--- src/rtl/btn_cursor_ctrl.sv ---
// btn_cursor_ctrl: button front end for the minefield game.
// Six raw buttons go through a 2-flop synchroniser and a per-button debouncer.
// Rising edges of the debounced levels become one-cycle action pulses and
// cursor moves on a wrapping GRID_W x GRID_H grid.
// Optional macro BTN_AUTO_REPEAT_EN: held direction buttons auto-repeat.
//
// Per-button debounce state:
//   state    | meaning
//   STABLE   | synchronised input matches debounced level, counter at 0
//   COUNTING | mismatch seen, counting consecutive mismatching cycles
module btn_cursor_ctrl #(
    parameter int DEBOUNCE_CYCLES = 1000000,
    parameter int CNT_W           = 20,
    parameter int GRID_W          = 16,
    parameter int GRID_H          = 16
) (
    input  logic       clk,
    input  logic       rst_n,
    input  logic       left_button,
    input  logic       right_button,
    input  logic       up_button,
    input  logic       down_button,
    input  logic       tap,
    input  logic       mark,
    input  logic       dead,
    output logic [3:0] cur_x,
    output logic [3:0] cur_y,
    output logic [7:0] cell_addr,
    output logic       tap_pulse,
    output logic       mark_pulse,
    output logic       move_pulse
);

    localparam int NB = 6;
    localparam int BL = 0;
    localparam int BR = 1;
    localparam int BU = 2;
    localparam int BD = 3;
    localparam int BT = 4;
    localparam int BM = 5;

    localparam logic [3:0]       X_MAX  = 4'(GRID_W - 1);
    localparam logic [3:0]       Y_MAX  = 4'(GRID_H - 1);
    localparam logic [CNT_W-1:0] DB_END = CNT_W'(DEBOUNCE_CYCLES - 1);

    typedef enum logic {STABLE, COUNTING} db_state_t;

    logic [NB-1:0] raw;
    logic [NB-1:0] sync1;
    logic [NB-1:0] sync2;
    logic [NB-1:0] level;
    logic [NB-1:0] level_d;
    logic [NB-1:0] rise_q;
    logic [3:0]    dir;
    logic [3:0]    nx;
    logic [3:0]    ny;
    logic          moved;

    assign raw = {mark, tap, down_button, up_button, right_button, left_button};

    // Two-flop synchroniser, edge-detect delay and registered rising-edge pulses
    always_ff @(posedge clk) begin
        if (!rst_n) begin
            sync1   <= '0;
            sync2   <= '0;
            level_d <= '0;
            rise_q  <= '0;
        end else begin
            sync1   <= raw;
            sync2   <= sync1;
            level_d <= level;
            rise_q  <= level & ~level_d;
        end
    end

    for (genvar i = 0; i < NB; i++) begin : g_db
        db_state_t        state;
        logic [CNT_W-1:0] cnt;
        logic             lvl;

        // Debounce: level toggles only after DEBOUNCE_CYCLES consecutive mismatches
        always_ff @(posedge clk) begin
            if (!rst_n) begin
                state <= STABLE;
                cnt   <= '0;
                lvl   <= 1'b0;
            end else begin
                case (state)
                    STABLE: begin
                        if (sync2[i] != lvl) begin
                            state <= COUNTING;
                            cnt   <= CNT_W'(1);
                        end
                    end
                    COUNTING: begin
                        if (sync2[i] == lvl) begin
                            state <= STABLE;
                            cnt   <= '0;
                        end else if (cnt == DB_END) begin
                            state <= STABLE;
                            cnt   <= '0;
                            lvl   <= ~lvl;
                        end else begin
                            cnt <= cnt + CNT_W'(1);
                        end
                    end
                    default: begin
                        state <= STABLE;
                        cnt   <= '0;
                    end
                endcase
            end
        end

        assign level[i] = lvl;
    end

`ifdef BTN_AUTO_REPEAT_EN
    localparam logic [CNT_W-1:0] REP_FIRST = {CNT_W{1'b1}};
    localparam logic [CNT_W-1:0] REP_NEXT  = CNT_W'((1 << (CNT_W - 2)) - 1);

    logic [3:0] rep_q;

    for (genvar i = 0; i < 4; i++) begin : g_rep
        logic [CNT_W-1:0] rcnt;
        logic             armed;
        logic             rq;

        // Repeat timer: long first delay, then shorter period until debounced release
        always_ff @(posedge clk) begin
            if (!rst_n) begin
                rcnt  <= '0;
                armed <= 1'b0;
                rq    <= 1'b0;
            end else begin
                rq <= 1'b0;
                if (!level[i]) begin
                    rcnt  <= '0;
                    armed <= 1'b0;
                end else if (rcnt == (armed ? REP_NEXT : REP_FIRST)) begin
                    rq    <= 1'b1;
                    rcnt  <= '0;
                    armed <= 1'b1;
                end else begin
                    rcnt <= rcnt + CNT_W'(1);
                end
            end
        end

        assign rep_q[i] = rq;
    end

    assign dir = rise_q[BD:BL] | rep_q;
`else
    assign dir = rise_q[BD:BL];
`endif

    // Next cursor position; opposing directions in one cycle cancel
    always_comb begin
        nx = cur_x;
        ny = cur_y;
        if (dir[BL] && !dir[BR]) begin
            nx = (cur_x == 4'd0) ? X_MAX : cur_x - 4'd1;
        end else if (dir[BR] && !dir[BL]) begin
            nx = (cur_x == X_MAX) ? 4'd0 : cur_x + 4'd1;
        end
        if (dir[BU] && !dir[BD]) begin
            ny = (cur_y == 4'd0) ? Y_MAX : cur_y - 4'd1;
        end else if (dir[BD] && !dir[BU]) begin
            ny = (cur_y == Y_MAX) ? 4'd0 : cur_y + 4'd1;
        end
    end

    // Cursor, address and action outputs; dead freezes the cursor and masks pulses
    always_ff @(posedge clk) begin
        if (!rst_n) begin
            cur_x      <= '0;
            cur_y      <= '0;
            cell_addr  <= '0;
            moved      <= 1'b0;
            move_pulse <= 1'b0;
            tap_pulse  <= 1'b0;
            mark_pulse <= 1'b0;
        end else begin
            moved <= 1'b0;
            if (!dead && (nx != cur_x || ny != cur_y)) begin
                cur_x     <= nx;
                cur_y     <= ny;
                cell_addr <= {ny, nx};
                moved     <= 1'b1;
            end
            move_pulse <= moved & ~dead;
            tap_pulse  <= rise_q[BT] & ~dead;
            mark_pulse <= rise_q[BM] & ~rise_q[BT] & ~dead;
        end
    end

endmodule

--- config.mk ---
export PLATFORM = sky130hd
export DESIGN_NAME = btn_cursor_ctrl
export DESIGN_NICKNAME = d
export VERILOG_FILES = /design/src/rtl/btn_cursor_ctrl.sv
export SDC_FILE = /design/constraint.sdc
export NUM_CORES = 1
export LEC_CHECK = 0
export BUFFER_PORTS_ARGS = -buffer_cell sky130_fd_sc_hd__buf_2
export CORE_MARGIN = 3
export CORE_UTILIZATION = 35
export CTS_BUF_LIST = sky130_fd_sc_hd__clkbuf_2 sky130_fd_sc_hd__clkbuf_4 sky130_fd_sc_hd__clkbuf_8
export CTS_CLUSTER_SIZE = 24
export DETAILED_ROUTE_END_ITERATION = 10
export GPL_ROUTABILITY_DRIVEN = 0
export HOLD_SLACK_MARGIN = 0.08
export REMOVE_ABC_BUFFERS = 1
export SLEW_MARGIN = 0
export SYNTH_ARGS = -nofsm -noshare
export SYNTH_HDL_FRONTEND = slang
export SYNTH_SLANG_ARGS = --single-unit
--- constraint.sdc ---
create_clock -name clk -period 2.63 [get_ports clk]
set_input_delay 0.1315 -clock clk [delete_from_list [all_inputs] [get_ports clk]]
set_output_delay 0.1315 -clock clk [all_outputs]
set_load 0.1 [all_outputs]
Word-level counts from Yosys, hierarchy flattened

Index checks and enable logic that the tools add are counted.

Register bits after elaboration: 176
ROM bits: 0
Bits in latches: 0
Input bits: 9
Memory bits (writable): 0
Logic and storage cells: 169
Memories: 0

Equal/unequal tests: 28
$mul: 0
Order comparisons: 0
Muxes and demuxes: 57
$add $sub $neg: 10
Div/mod/pow operators: 0
Bitwise logic cells: 26
Reductions and logical operators: 19
Shift operators: 0

Operators by type and width:

| cell                                                               | number |
|---|---|
| 20-bit two-way mux                                                 | 18 |
| 20-bit one-hot mux with 2 select lines                             | 6 |
| 20-bit by 1-bit adder with 20-bit output, second input constant    | 6 |
| 20-bit == test, second input constant                              | 6 |
| 4-bit two-way mux                                                  | 8 |
| 1-bit inverter                                                     | 20 |
| 1-bit two-way mux                                                  | 19 |
| 3-bit AND reduction                                                | 6 |
| 2-bit inequality test, second input constant                       | 6 |
| 1-bit one-hot mux with 2 select lines                              | 6 |
| 4-bit by 1-bit adder with 4-bit output, second input constant      | 2 |
| 4-bit == test, second input constant                               | 2 |
| 4-bit zero test                                                    | 2 |
| 4-bit inequality test                                              | 2 |
| 4-bit by 1-bit subtractor with 4-bit output, second input constant | 2 |
| 6-bit bitwise AND                                                  | 1 |
| 1-bit == test                                                      | 6 |
| 1-bit inequality test                                              | 6 |
| 6-bit inverter                                                     | 1 |
| 1-bit logical AND                                                  | 5 |
| 1-bit zero test                                                    | 5 |
| 1-bit bitwise AND                                                  | 4 |
| 1-bit logical OR                                                   | 1 |

Longest topological paths before layout

Word-level depth: 8
Mapped depth: 8

Worst setup path after synthesis

OpenSTA, ideal clock, no wires.

Path kind: reg-to-reg
Start: register cur_y[1]
End: register cur_x[0]
Period minus slack after synthesis: 2.907 ns
Stages on the path, launching flop included: 9
Data arrival time: 2.845 ns
Path buffers: 1
Setup slack: -0.277 ns
Setup time: 0.062 ns
Cells stage by stage: dfxtp_1 > clkbuf_1 > inv_1 > ha_1 > xor2_1 > or3_1 > a22o_1 > or4_1 > nand3_1

Word-level cells in the longest chain between the ends: 7
Elaborated cells between the ends (all ways): 11
Classes of those cells: 2 x add/sub; 2 x eq/ne; 4 x mux; 3 x reduce/logical

Ends and longest elaborated chain:

| item                                                                    | line | source |
|---|---|---|
| start: declaration                                                      | 27   | `output logic [3:0] cur_y,` |
| start signal: assignment                                                | 188  | `cur_y <= ny;` |
| 4-bit by 1-bit adder with 4-bit output or 4-bit == test (tied branches) | 170  | `ny = (cur_y == Y_MAX) ? 4'd0 : cur_y + 4'd1;` |
| 4-bit two-way mux                                                       | 170  |  |
| 4-bit two-way mux                                                       | 169  | `end else if (dir[BD] && !dir[BU]) begin` |
| 4-bit two-way mux                                                       | 167  | `if (dir[BU] && !dir[BD]) begin` |
| 4-bit inequality test (*)                                               | 186  | `if (!dead && (nx != cur_x \|\| ny != cur_y)) begin` |
| 1-bit logical OR (*)                                                    | 186  |  |
| 1-bit logical AND (*)                                                   | 186  |  |
| end signal: assignment                                                  | 187  | `cur_x <= nx;` |
| end: declaration                                                        | 26   | `output logic [3:0] cur_x,` |

Mark *: on every way between the ends. The rest lies on a longest branch, timed or not.
A chain may end at the register's enable or synchronous reset.

Worst setup path after layout

Start: register cur_y[0]
End: register cur_x[0]

Same word-level chain as after synthesis.

==> results.toml <==
[power]
peakVddDrop_uv = 272
p_leak_nw = 3.41
p_per_area_nw_per_um2 = 492

[logic_synthesis]
synthSimpleGateAreaFrac_pct = 29.1
seq_area_frac_synth_pct = 40.0
synth_mux_area_share_pct = 2.62
synth-compound-area-share_pct = 19.4
synth_seq_cells = 168
synth_xor_area_share_pct = 3.02
synth.distinct_cells = 69
syn_inst = 996
syn_area_per_cell_um2 = 8.45
synth_top_flop_cell = "dfxtp_1"
synthAdderAreaFrac_pct = 1.49
synth_top_family_by_area = "simple AND/OR/NAND/NOR gates"
synth_edf_count = 0
synthesis.area_um2 = 8410
synthArstFlopShare_pct = 0
yosys_warnings = 0

[final_layout]
final_design_area_no_fill_um2 = 9360
num_antenna_cells = 0
layout-drive-gt1-share_pct = 10.7
area_growth_pct = 11.2
regArea_um2 = 3360
utilization_pct = 39.8
nets = 1047
multi_input_area_um2 = 4680
nFillCells = 2439

[timing]
rsz0062_at_grt = "no"
worst_pin_slew_ns = 1.12
setup_viol = 0
clock_skew_ns = 0.0161
timing.final.crit_period_ns = 2.28
layout_worst_path_cycle_share_pct = 86.8
hold_viol_final = 0
max_freq_mhz = 438
slew_headroom_pct = 25.6
final_max_slew_viol_count = 0

[die]
start_util_pct = 35.7
fp.dieW_um = 161
die_h_um = 161
io_pins = 28
row_count = 56
core_region_area_um2 = 23500
die_area_um2 = 25900

[worst_hold_path]
hp-class = "flip-flop to flip-flop"

[clock_tree]
cts.clk_slew.worst_paths_ns = 0.10
cts_root_buffer = "clkbuf_8"
cts_resized = 0
cts_max_level = 4
clock_latency_ns = 0.46
cts_tree = "done"
cts.sinks = 168
cts_made_buffers = 17
clockBufferDepth = 2

[grt]
grt_pass1_wl_um = 30800
grt_remaining_overflow = 0
grt_pass1_vias = 6530
grt_max_degree = 30
track_usage_pct = 13.9
antenna_found_initial = 0

[critical_path]
endpoint_kind = "flip-flop"
reg2reg_from = "cur_y[0]"
worst-path-max-fanout = 9
cp-startpoint = "cur_y[0]"
start_kind = "flip-flop"
worstReg2RegEnd = "cur_x[0]"
crit_arrival_ns = 2.69
worstPathRequired_ns = 3.03
r2r_cells = 7
crit_end = "cur_x[0]"
path_class = "flip-flop to flip-flop"
r2r_slack_ns = 0.35

[routing]
drt_wl_total_um = 17600
viasPerCell = 5.28
ant_nets = 0
wl_per_cell_um = 12.9
drc = 0
vias = 7181
drtIter0Drc = 390
dr.pass1.iters = 5

[job]
drv_cap = 0

[placed_design]
place_area_um2 = 8890
place_hpwl_um = 12100
io_buffers = 27

[run_status]
outcome = "finished clean"
[area by class of cell]
type | instances | share of cell area [%]
well taps | 319 | 4.26
clock inverters | 15 | 1.68
flip-flops and latches | 168 | 35.9
multi-input cells | 749 | 50.0
clock buffers | 17 | 2.50
repair buffers | 62 | 4.46
inverters | 30 | 1.20
[critical path, stage by stage (launching register included)]
cell     delay [ns]
dfxtp_1        0.47
inv_1          0.12
ha_1           0.37
xor2_1         0.17
or3_1          0.35
a22o_1         0.26
or4_1          0.40
nand3_1        0.09
[report_power, final]
group	switching [mW]	total [mW]	internal [mW]
Clock	1.08	1.87	0.793
Combinational	0.102	0.164	0.0617
Sequential	0.0144	2.57	2.56
[cell families (layout without fill, tap and decap cells)]
kind of cell / count (synthesis) / in the layout
AND/OR/NAND/NOR: 433 / 433
AO/OA/AOI/OAI: 255 / 255
XOR/XNOR: 29 / 29
buffers and inverters: 79 / 124
multiplexers: 22 / 22
adder cells (fa/ha/maj): 10 / 10
flip-flops: 168 / 168
[timing repair]
item	in CTS	in global routing
endpoints found under the hold margin	10	0
setup buffers	0	0
hold buffers	8	0
[cells in the final DEF (no fill, tap or decap), types with 7 or more instances in the layout]
cell type	synthesis	layout
nand2_1	82	82
clkbuf_8	0	17
and2_1	32	32
dlygate4sd3_1	0	8
a31oi_1	39	39
or3_1	8	8
mux2i_1	22	22
buf_2	12	27
and4_1	10	10
inv_1	29	29
ha_1	10	10
and3_1	37	37
nor2b_1	10	10
nor3_1	19	19
a32oi_1	7	7
dfxtp_1	168	168
xnor2_1	17	17
a21o_1	10	10
nand2b_1	16	16
xor2_1	12	12
nand4_1	39	39
a22oi_1	7	7
o21ai_1	10	10
nand3b_1	7	7
o21ai_0	39	39
buf_4	11	27
nand3_1	67	67
a21oi_1	83	83
a22o_1	27	27
nor2_1	63	63
[synth_stat cells, drive strengths merged, types with 8 or more instances]
cell / number / share of area (%)
a21oi: 86 / 5.2
dfxtp: 168 / 40
o21ai: 49 / 2.9
and4: 10 / 1.0
nor3: 26 / 2.1
inv: 29 / 1.3
a21o: 10 / 0.89
nand2: 82 / 3.7
buf: 29 / 2.2
nor2: 63 / 2.8
nand2b: 16 / 1.2
nor4: 8 / 1.1
mux2i: 22 / 2.6
a31oi: 40 / 3.0
xor2: 12 / 1.2
xnor2: 17 / 1.8
nor2b: 10 / 0.74
and3: 37 / 2.8
nand4: 39 / 2.9
clkbuf: 20 / 0.89
nand3: 67 / 4.0
and2: 32 / 2.4
a22o: 27 / 2.8
ha: 10 / 1.5
or3: 8 / 0.59
[per-stage QoR]
step	setup WS [ns]	instances	setup TNS (ns)	total power, mW	hold WS (ns)
2_1_floorplan	-1.02	947	-3.37	2.72	0.245
3_3_place_gp	0.427	1320	0	2.79	0.339
3_5_place_dp	0.400	1320	0	2.79	0.343
4_1_cts	0.343	1360	0	4.69	0.361
5_1_grt	0.119	1360	0	4.81	0.381
6_report	0.347	1360	0	4.61	0.378
[flip-flops by register name (all words and copies together), names as in the netlist]
| signal | cells |
|---|---|
| cell_addr | 1 |
| cur_x | 3 |
| cur_y | 4 |
| g_db.cnt | 120 |
| g_db.lvl | 6 |
| g_db.state | 6 |
| level_d | 6 |
| mark_pulse | 1 |
| move_pulse | 1 |
| moved | 1 |
| rise_q | 6 |
| sync1 | 6 |
| sync2 | 6 |
| tap_pulse | 1 |
[layer usage]
| layer | wire length [um] | up-vias | global-route usage [%] |
|---|---|---|---|
| li1 | - | 3730 | - |
| met1 | 8870 | 3345 | 19.0 |
| met2 | 8000 | 92 | 22.2 |
| met3 | 550 | 14 | 2.95 |
| met4 | 160 | 0 | 3.79 |
| met5 | 0 | - | 0 |
[how the worst min path moves through the flow]
stage | to | from | cells after the start | slack [ns]
final | rise_q[5] | level_d[5] | 1 | 0.38
after global routing | sync1[2] | up_button | 3 | 0.38
after CTS | sync1[0] | left_button | 3 | 0.36
after detailed placement | sync1[4] | tap | 2 | 0.34
after global placement | sync1[2] | up_button | 2 | 0.34
after floorplan | g_db[3].state | rst_n | 2 | 0.25
No activity file was read; power rests on OpenSTA's default activity.
